==> src/rtl/jtframe_interp_pkg.sv <==
// Shared definitions for the RGB interpolation pipeline: blend mode encoding.
package jtframe_interp_pkg;

  // Mode code 3 has no dedicated behaviour and blends like linear mode.
  typedef enum logic [1:0] {
    INTERP_LINEAR  = 2'd0,
    INTERP_NEAREST = 2'd1,
    INTERP_BYPASS  = 2'd2,
    INTERP_LINEAR3 = 2'd3
  } interp_mode_e;

endpackage

==> src/rtl/jtframe_interp_ch.sv <==
// One colour channel of the interpolator: the weighted products, then the
// rounded/saturated sum followed by the mode and blank selection.
module jtframe_interp_ch
  import jtframe_interp_pkg::*;
#(
  parameter int DW = 8,
  parameter int FW = 8
) (
  input  logic          clk_sys,
  input  logic          rst_n,
  input  logic          cen,
  input  logic [FW:0]   fc,
  input  interp_mode_e  mode,
  input  logic          blank,
  input  logic [DW-1:0] cur,
  input  logic [DW-1:0] prev,
  output logic [DW-1:0] dout
);

  localparam int PW = DW + FW + 1;
  localparam int SW = DW + FW + 2;
  localparam logic [FW:0]   FULL  = (FW+1)'(1) << FW;
  localparam logic [FW:0]   HALFW = (FW+1)'(1) << (FW-1);
  localparam logic [SW-1:0] ROUND = SW'(1) << (FW-1);
  localparam logic [SW-1:0] MAXV  = SW'({DW{1'b1}});

  logic [FW:0]   w_prev;
  logic [PW-1:0] prod_cur;
  logic [PW-1:0] prod_prev;
  interp_mode_e  s2_mode;
  logic          s2_blank;
  logic          s2_near_cur;
  logic [DW-1:0] s2_cur;
  logic [DW-1:0] s2_prev;
  logic [SW-1:0] sum;
  logic [SW-1:0] shifted;
  logic [DW-1:0] lin;
  logic [DW-1:0] sel;

  assign w_prev = FULL - fc;

  // Stage 2: both weighted products, plus the nearest-neighbour decision and
  // the raw pixels that the non-linear modes need one stage later.
  always_ff @(posedge clk_sys or negedge rst_n) begin
    if (!rst_n) begin
      prod_cur    <= '0;
      prod_prev   <= '0;
      s2_mode     <= INTERP_LINEAR;
      s2_blank    <= 1'b0;
      s2_near_cur <= 1'b0;
      s2_cur      <= '0;
      s2_prev     <= '0;
    end else if (cen) begin
      prod_cur    <= PW'(cur) * PW'(fc);
      prod_prev   <= PW'(prev) * PW'(w_prev);
      s2_mode     <= mode;
      s2_blank    <= blank;
      s2_near_cur <= (fc >= HALFW);
      s2_cur      <= cur;
      s2_prev     <= prev;
    end
  end

  assign sum     = SW'(prod_cur) + SW'(prod_prev) + ROUND;
  assign shifted = sum >> FW;
  assign lin     = (shifted > MAXV) ? {DW{1'b1}} : shifted[DW-1:0];

  // Pick the result for the carried mode; blanked pixels are forced black.
  always_comb begin
    sel = lin;
    case (s2_mode)
      INTERP_NEAREST: sel = s2_near_cur ? s2_cur : s2_prev;
      INTERP_BYPASS:  sel = s2_cur;
      default:        sel = lin;
    endcase
    if (s2_blank) sel = '0;
  end

  // Stage 3: register the selected channel value straight onto the output.
  always_ff @(posedge clk_sys or negedge rst_n) begin
    if (!rst_n) begin
      dout <= '0;
    end else if (cen) begin
      dout <= sel;
    end
  end

endmodule

==> src/rtl/jtframe_rgb_interp_pipe.sv <==
// Three-stage pixel interpolator blending the current and previous pixel by a
// fractional weight, with per-pixel mode, blank and valid travelling alongside.
module jtframe_rgb_interp_pipe
  import jtframe_interp_pkg::*;
#(
  parameter int CH = 3,
  parameter int DW = 8,
  parameter int FW = 8
) (
  input  logic             clk_sys,
  input  logic             rst_n,
  input  logic             pxl_cen,
  input  logic             in_valid,
  input  logic             blank,
  input  logic [1:0]       mode,
  input  logic [FW:0]      frac,
  input  logic [CH*DW-1:0] rgb_in,
  input  logic [CH*DW-1:0] rgb_in_prev,
  output logic [CH*DW-1:0] rgb_out,
  output logic             out_valid,
  output logic             out_blank
);

  localparam logic [FW:0] FULL = (FW+1)'(1) << FW;

  logic [FW:0]      fc_clamped;
  logic             s1_valid;
  logic             s1_blank;
  interp_mode_e     s1_mode;
  logic [FW:0]      s1_fc;
  logic [CH*DW-1:0] s1_cur;
  logic [CH*DW-1:0] s1_prev;
  logic             s2_valid;
  logic             s2_blank;

  assign fc_clamped = (frac > FULL) ? FULL : frac;

  // Stage 1: capture the pixel and its side information, clamping the weight.
  always_ff @(posedge clk_sys or negedge rst_n) begin
    if (!rst_n) begin
      s1_valid <= 1'b0;
      s1_blank <= 1'b0;
      s1_mode  <= INTERP_LINEAR;
      s1_fc    <= '0;
      s1_cur   <= '0;
      s1_prev  <= '0;
    end else if (pxl_cen) begin
      s1_valid <= in_valid;
      s1_blank <= blank;
      s1_mode  <= interp_mode_e'(mode);
      s1_fc    <= fc_clamped;
      s1_cur   <= rgb_in;
      s1_prev  <= rgb_in_prev;
    end
  end

  // Valid/blank delay line matching the two channel stages.
  always_ff @(posedge clk_sys or negedge rst_n) begin
    if (!rst_n) begin
      s2_valid  <= 1'b0;
      s2_blank  <= 1'b0;
      out_valid <= 1'b0;
      out_blank <= 1'b0;
    end else if (pxl_cen) begin
      s2_valid  <= s1_valid;
      s2_blank  <= s1_blank;
      out_valid <= s2_valid;
      out_blank <= s2_blank;
    end
  end

  // Channel 0 sits in the most significant bits of every packed bus.
  for (genvar i = 0; i < CH; i++) begin : g_ch
    jtframe_interp_ch #(
      .DW (DW),
      .FW (FW)
    ) u_ch (
      .clk_sys (clk_sys),
      .rst_n   (rst_n),
      .cen     (pxl_cen),
      .fc      (s1_fc),
      .mode    (s1_mode),
      .blank   (s1_blank),
      .cur     (s1_cur [(CH-i)*DW-1 -: DW]),
      .prev    (s1_prev[(CH-i)*DW-1 -: DW]),
      .dout    (rgb_out[(CH-i)*DW-1 -: DW])
    );
  end

endmodule

==> config.mk <==
export PLATFORM = sky130hd
export DESIGN_NAME = jtframe_rgb_interp_pipe
export DESIGN_NICKNAME = d
export VERILOG_FILES = /design/src/rtl/jtframe_interp_pkg.sv /design/src/rtl/jtframe_interp_ch.sv /design/src/rtl/jtframe_rgb_interp_pipe.sv
export SDC_FILE = /design/constraint.sdc
export NUM_CORES = 1
export LEC_CHECK = 0
export CORE_MARGIN = 10
export CORE_UTILIZATION = 64
export CTS_BUF_LIST = sky130_fd_sc_hd__clkbuf_4 sky130_fd_sc_hd__clkbuf_8 sky130_fd_sc_hd__clkbuf_16
export DETAILED_ROUTE_END_ITERATION = 10
export HOLD_SLACK_MARGIN = 0.03
export PLACE_DENSITY_LB_ADDON = 0.1
export SETUP_SLACK_MARGIN = 0.3
export SYNTH_ARGS = -nofsm -noshare
export SYNTH_HDL_FRONTEND = slang
export SYNTH_SLANG_ARGS = --single-unit
==> constraint.sdc <==
create_clock -name clk_sys -period 7.2 [get_ports clk_sys]
set_input_delay 1.44 -clock clk_sys [delete_from_list [all_inputs] [get_ports clk_sys]]
set_output_delay 1.44 -clock clk_sys [all_outputs]
set_load 0.005 [all_outputs]
== Word-level counts from Yosys, hierarchy flattened ==
Index checks and enable logic that the tools add are counted.
Storage, ports and cells
  output and inout bits: 26
  bits of input ports: 64
  logic and storage cells: 60
  register bits after elaboration: 242
Cells by class
  equal/unequal tests: 2
  magnitude comparators: 5
  multiplexer cells: 13
  add/sub/neg operators: 7
  multipliers: 6
Operator list (count)
  $mul A8 B9 Y17: 6
  $mux W8: 9
  $add A17 B17 Y18: 3
  $add A18 B8 Y18 const B: 3
  $pmux W8 S2: 3
  $gt A10 B8 Y1 const B: 3
  $ge A9 B8 Y1 const B: 1
  $gt A9 B9 Y1 const B: 1
  $mux W9: 1
  $sub A9 B9 Y9 const A: 1
  $eq A2 B1 Y1 const B: 1
  $eq A2 B2 Y1 const B: 1

== Longest topological paths before layout ==
  depth after elaboration: 6
  gate-level depth with buffers: 23
  gate-level depth less buffers: 21

== Cells and area by module ==
Synthesis repeated with hierarchy kept, for this count alone.
Second synthesis, totals
  cells, all modules: 2696
  area total of the unflattened synthesis: 26858.3 µm²
By module, submodules not included
  jtframe_interp_ch at g_ch[1].u_ch: area an instance 8171.6 µm², times used 1, sequential area each 1551.5 µm², cells each 868
  jtframe_interp_ch at g_ch[2].u_ch: area an instance 8025.2 µm², times used 1, sequential area each 1551.5 µm², cells each 835
  jtframe_interp_ch at g_ch[0].u_ch: area an instance 7976.4 µm², times used 1, sequential area each 1551.5 µm², cells each 839
  jtframe_rgb_interp_pipe: area an instance 2685.1 µm², times used 1, sequential area each 1626.6 µm², cells each 154

== Worst setup path before layout ==
OpenSTA, ideal clock, no wires.
  path kind: flip-flop to flip-flop
  from: reg s1_fc[0]
  to: reg g_ch[1].u_ch.prod_prev[16]
  required time: 7.063 ns
  stages on the path, launching flop included: 22
  clock period less this slack: 5.383 ns
  data arrival time: 5.246 ns
  setup slack: 1.817 ns
  library setup time: 0.137 ns
  cell sequence: dfrtp_1 clkbuf_1 inv_1 ha_1 nor3b_1 xnor2_1 clkbuf_1 nor2b_1 fa_1 fa_1 fa_1 inv_1 fa_1 inv_1 ha_1 and3_1 a21oi_1 o21ai_0 o41ai_1 o21ai_0 xnor2_1 a21oi_1
Between the ends
  cells in the longest elaborated chain, start to end: 2
RTL lines
  from (decl): RTL line jtframe_rgb_interp_pipe.sv:30  | logic [FW:0] s1_fc;
  from (signal assigned): RTL line jtframe_rgb_interp_pipe.sv:51  | s1_fc <= fc_clamped;
  $sub A9 B9 Y9: RTL line jtframe_interp_ch.sv:40  | assign w_prev = FULL - fc;
  $mul A8 B9 Y17: RTL line jtframe_interp_ch.sv:55  | prod_prev <= PW'(prev) * PW'(w_prev);
  to (signal assigned): RTL line jtframe_interp_ch.sv:55
  to (decl): RTL line jtframe_interp_ch.sv:29  | logic [PW-1:0] prod_prev;
Every way passes these cells.
A chain may end at the register's enable or synchronous reset.

== Worst setup path in the final report ==
  from: reg s1_fc[4]
  to: reg g_ch[1].u_ch.prod_prev[16]
The elaborated chain is that of the path after synthesis.

==> key figures <==
Yosys
  • Synth Warn #: 0
  • Top cell type's share of synthesized area: 0.235
  • Ys async rst share: 1.00
  • Syn avg cell area: 9.79 um^2
  • Synth top area cells: dfrtp_1 23%, fa_1 20%, ha_1 15%
  • Post-Syn Area: between 20000 and 30000 um^2
  • Syn nets: around 3300
  • Ys flop type: dfrtp_1
  • Yosys reg bits: about 240
  • Mapped Cells: around 2600
  • Dominant cell type by area after synthesis: dfrtp_1
  • Post-synth EDFFs: 0
  • Most numerous cell in the Yosys netlist: inv_1
  • Sequential area share after synthesis: 0.235
  • Post-synth cell types: 56
  • Synth cell count leaders: 400 x inv_1, 318 x ha_1, 252 x fa_1

Timing
  • Post-layout minimum cycle time: around 6.4 ns
  • Achievable Freq: 157 MHz
  • Final Hold Viols: 0
  • Fin crit share: 0.887
  • Setup Total Neg Slack: 0 ns
  • Worst slew pin tran: approximately 1.2 ns
  • Worst Setup Slack, final: 0.813 ns
  • RSZ-0062 raised after global routing: false
  • Max transition margin: 0.220
  • Setup-failing EPs final: 0
  • Count of final max-slew check failures: 0
  • Clock Skews: approximately 0.0096 ns

Floorplan
  • Core ar.: 39800 um^2
  • DIE HEIGHT: between 200 and 250 um
  • # IOs: 90
  • Die Span X: between 200 and 250 um
  • Die area: roughly 50000 um^2
  • Effective utilization at floorplan: 0.647
  • Row count: 73

Global routing
  • First-pass GRT wire length: slightly below 100000 um
  • Congestion Overflow GR: 0
  • Initial antenna violation count: 0
  • Vias in the first global route: between 15000 and 20000
  • Largest net degree at the start of global routing: 171
  • GR Util All Layers: 0.252

Clocking
  • Clk_lat worst skew: about 0.57 ns
  • Clk buf depth: 3
  • Cts hold-fix bufs: 0
  • Root buffer cell: clkbuf_16
  • CTS tree: yes
  • CTS sink cnt: between 200 and 250
  • Post-CTS setup buffer count: 0
  • PostCTS Resize Cnt: 0
  • Worst-path clk slew: 0.06 ns
  • Inserted Clock Buffers: 28
  • H-tree depth: 1

Worst setup path
  • Startpoint class of the critical path: flop
  • Arrival time worst endpoint: between 6 and 7 ns
  • Data required, critical path: between 7 and 8 ns
  • Worst Setup End Kind: flop
  • Maximum fanout along the worst path: 25
  • CP Class: flop to flop

Flow run
  • Max Cap Viol: 0

Pwr
  • Tot Pwr: about 12000 uW
  • Sw Ratio: 0.455
  • Combinational cell fraction of total power: 0.695
  • PD cells: between 400 and 500 nW/um^2
  • Leak: 0.0138 uW
  • Clock network power share: 0.119
  • Internal power: between 6000 and 7000 uW
  • Net switching power figure: ~5500 uW
  • VDD IR max: ~0.39 mV
  • Seq pwr share: 0.186

Final layout
  • Layout cells sized above 1: 0.105
  • Antenna Cells: 0
  • Finished Core Util: 0.701
  • Synth-to-Final Area Change: 8.37%
  • Fin cells: approximately 3200
  • Multi-input logic area: between 15000 and 20000 um^2
  • Fin nets: 3271
  • Layout fillers: 3058
  • Storage element area: 6060 um^2

Placement
  • Gpl congestion: between 0.9 and 1
  • Placed Cells: around 3100
  • Post-DP HPWL: ~45000 um
  • DP Worst Slack: 0.858 ns
  • Port Buffer Count: 89

Min path
  • Hold WC Path Type: flop to flop

Detailed routing
  • First-pass DRT Iterations: 5
  • Drt initial violations: 950
  • Vias: around 18000
  • Routed wire length: a little under 60000 um
  • Vias per Instance: approximately 5.7
  • Residual DRC count: 0
  • Routed WL per cell: 18.5 um
  • Antenna Nets Post-Route: 0

Status
  • Status: finished, final reports clean
## power by group through the flow
stage,registers [uW],clock network (uW),logic (uW)
finish,2230,1430,8330
global route,2270,1510,9540
CTS,2230,1460,8390
detailed placement,2260,0,8300
global placement,2250,0,8020
floorplan,1980,0,6550
## flip-flops by register name, indices dropped and copies added, names as in the netlist
name                   flops
out_blank                  1
g_ch.u_ch.dout            24
s1_cur                    24
s1_prev                   24
g_ch.u_ch.prod_prev       51
g_ch.u_ch.s2_near_cur      1
out_valid                  1
s1_mode                    2
g_ch.u_ch.s2_blank         1
s1_valid                   1
s2_valid                   1
g_ch.u_ch.s2_mode          2
g_ch.u_ch.s2_prev         24
s1_blank                   1
g_ch.u_ch.prod_cur        51
g_ch.u_ch.s2_cur          24
s1_fc                      9
## logic make-up (layout without fill, tap and decap cells)
group           after synthesis  count (layout)  share of synthesized area
compound gates              307             307                     0.0800
xor+xnor                     88              88                     0.0299
fa+ha+maj                   570             570                      0.350
buf+inv                     537             561                     0.0782
flops                       242             242                      0.235
mux                         204             204                     0.0888
simple gates                686             686                      0.138
## final timing paths
check | cells after the start | slack (ns) | from | endpoint
setup / recovery | 19 | 0.81 | s1_fc[4]$_DFFE_PN0P_ | g_ch[1].u_ch.prod_prev[16]$_DFFE_PN0P_
hold / removal | 2 | 0.50 | s1_mode[1]$_DFFE_PN0P_ | g_ch[0].u_ch.s2_mode[1]$_DFFE_PN0P_
setup reg to reg | 19 | 0.81 | s1_fc[4]$_DFFE_PN0P_ | g_ch[1].u_ch.prod_prev[16]$_DFFE_PN0P_
hold reg to reg | 2 | 0.50 | s1_mode[1]$_DFFE_PN0P_ | g_ch[0].u_ch.s2_mode[1]$_DFFE_PN0P_
max in group asynchronous | 2 | 4.96 | rst_n | g_ch[0].u_ch.prod_cur[16]$_DFFE_PN0P_
min in group asynchronous | 1 | 0.85 | rst_n | s1_prev[12]$_DFFE_PN0P_
## per-layer routing
metal  vias to the layer above  global-route usage  wire length, um
met5                         -                   0                0
met4                         0               0.100             2420
met3                       116              0.0251             2450
met2                       403               0.452            29800
met1                      9164               0.306            24300
li1                       8598                   -                -
## layout by cell type, fill, tap and decap left out, types with 15 or more instances in the layout
master and n:
a211oi_1 16, a21o_1 27, a21oi_1 58, a221o_1 19, a31oi_1 16, and2_1 248
buf_4 19, clkbuf_16 29, clkdlybuf4s50_1 87, dfrtp_1 242, fa_1 252, ha_1 318
inv_1 400, mux2_2 194, nand2_1 217, nand3_1 37, nor2_1 59, nor2b_1 31
nor3_1 32, o21ai_0 76, o21bai_1 15, xnor2_1 72, xor2_1 15
## worst max-delay path, stage by stage (launching register included)
cell	delay [ns]
dfrtp_1	1.01
inv_1	0.26
nand4_1	0.20
nor3b_1	0.09
xnor2_2	0.71
nor2b_1	0.16
fa_1	0.55
fa_1	0.51
fa_1	0.49
inv_1	0.05
fa_1	0.48
inv_1	0.05
ha_1	0.34
and3_1	0.19
a21oi_1	0.10
o21ai_0	0.12
o41ai_1	0.45
o21ai_0	0.21
xnor2_1	0.17
a21oi_1	0.08
## metrics by stage
step | hold WS, ns | instance area, um^2
CTS | 0.497 | 27900
global placement | 0.466 | 27000
detailed placement | 0.474 | 27000
global route | 0.528 | 27900
floorplan | 0.449 | 25800
finish | 0.497 | 27900
## area by class of cell
type,count,share of cell area
clock buffer,39,0.0302
clock inverter,12,0.00282
inverter,400,0.0537
multi-input combinational,1855,0.634
sequential,242,0.217
tap,525,0.0235
timing repair buffer,110,0.0388
(Power assumes the default switching activity.)
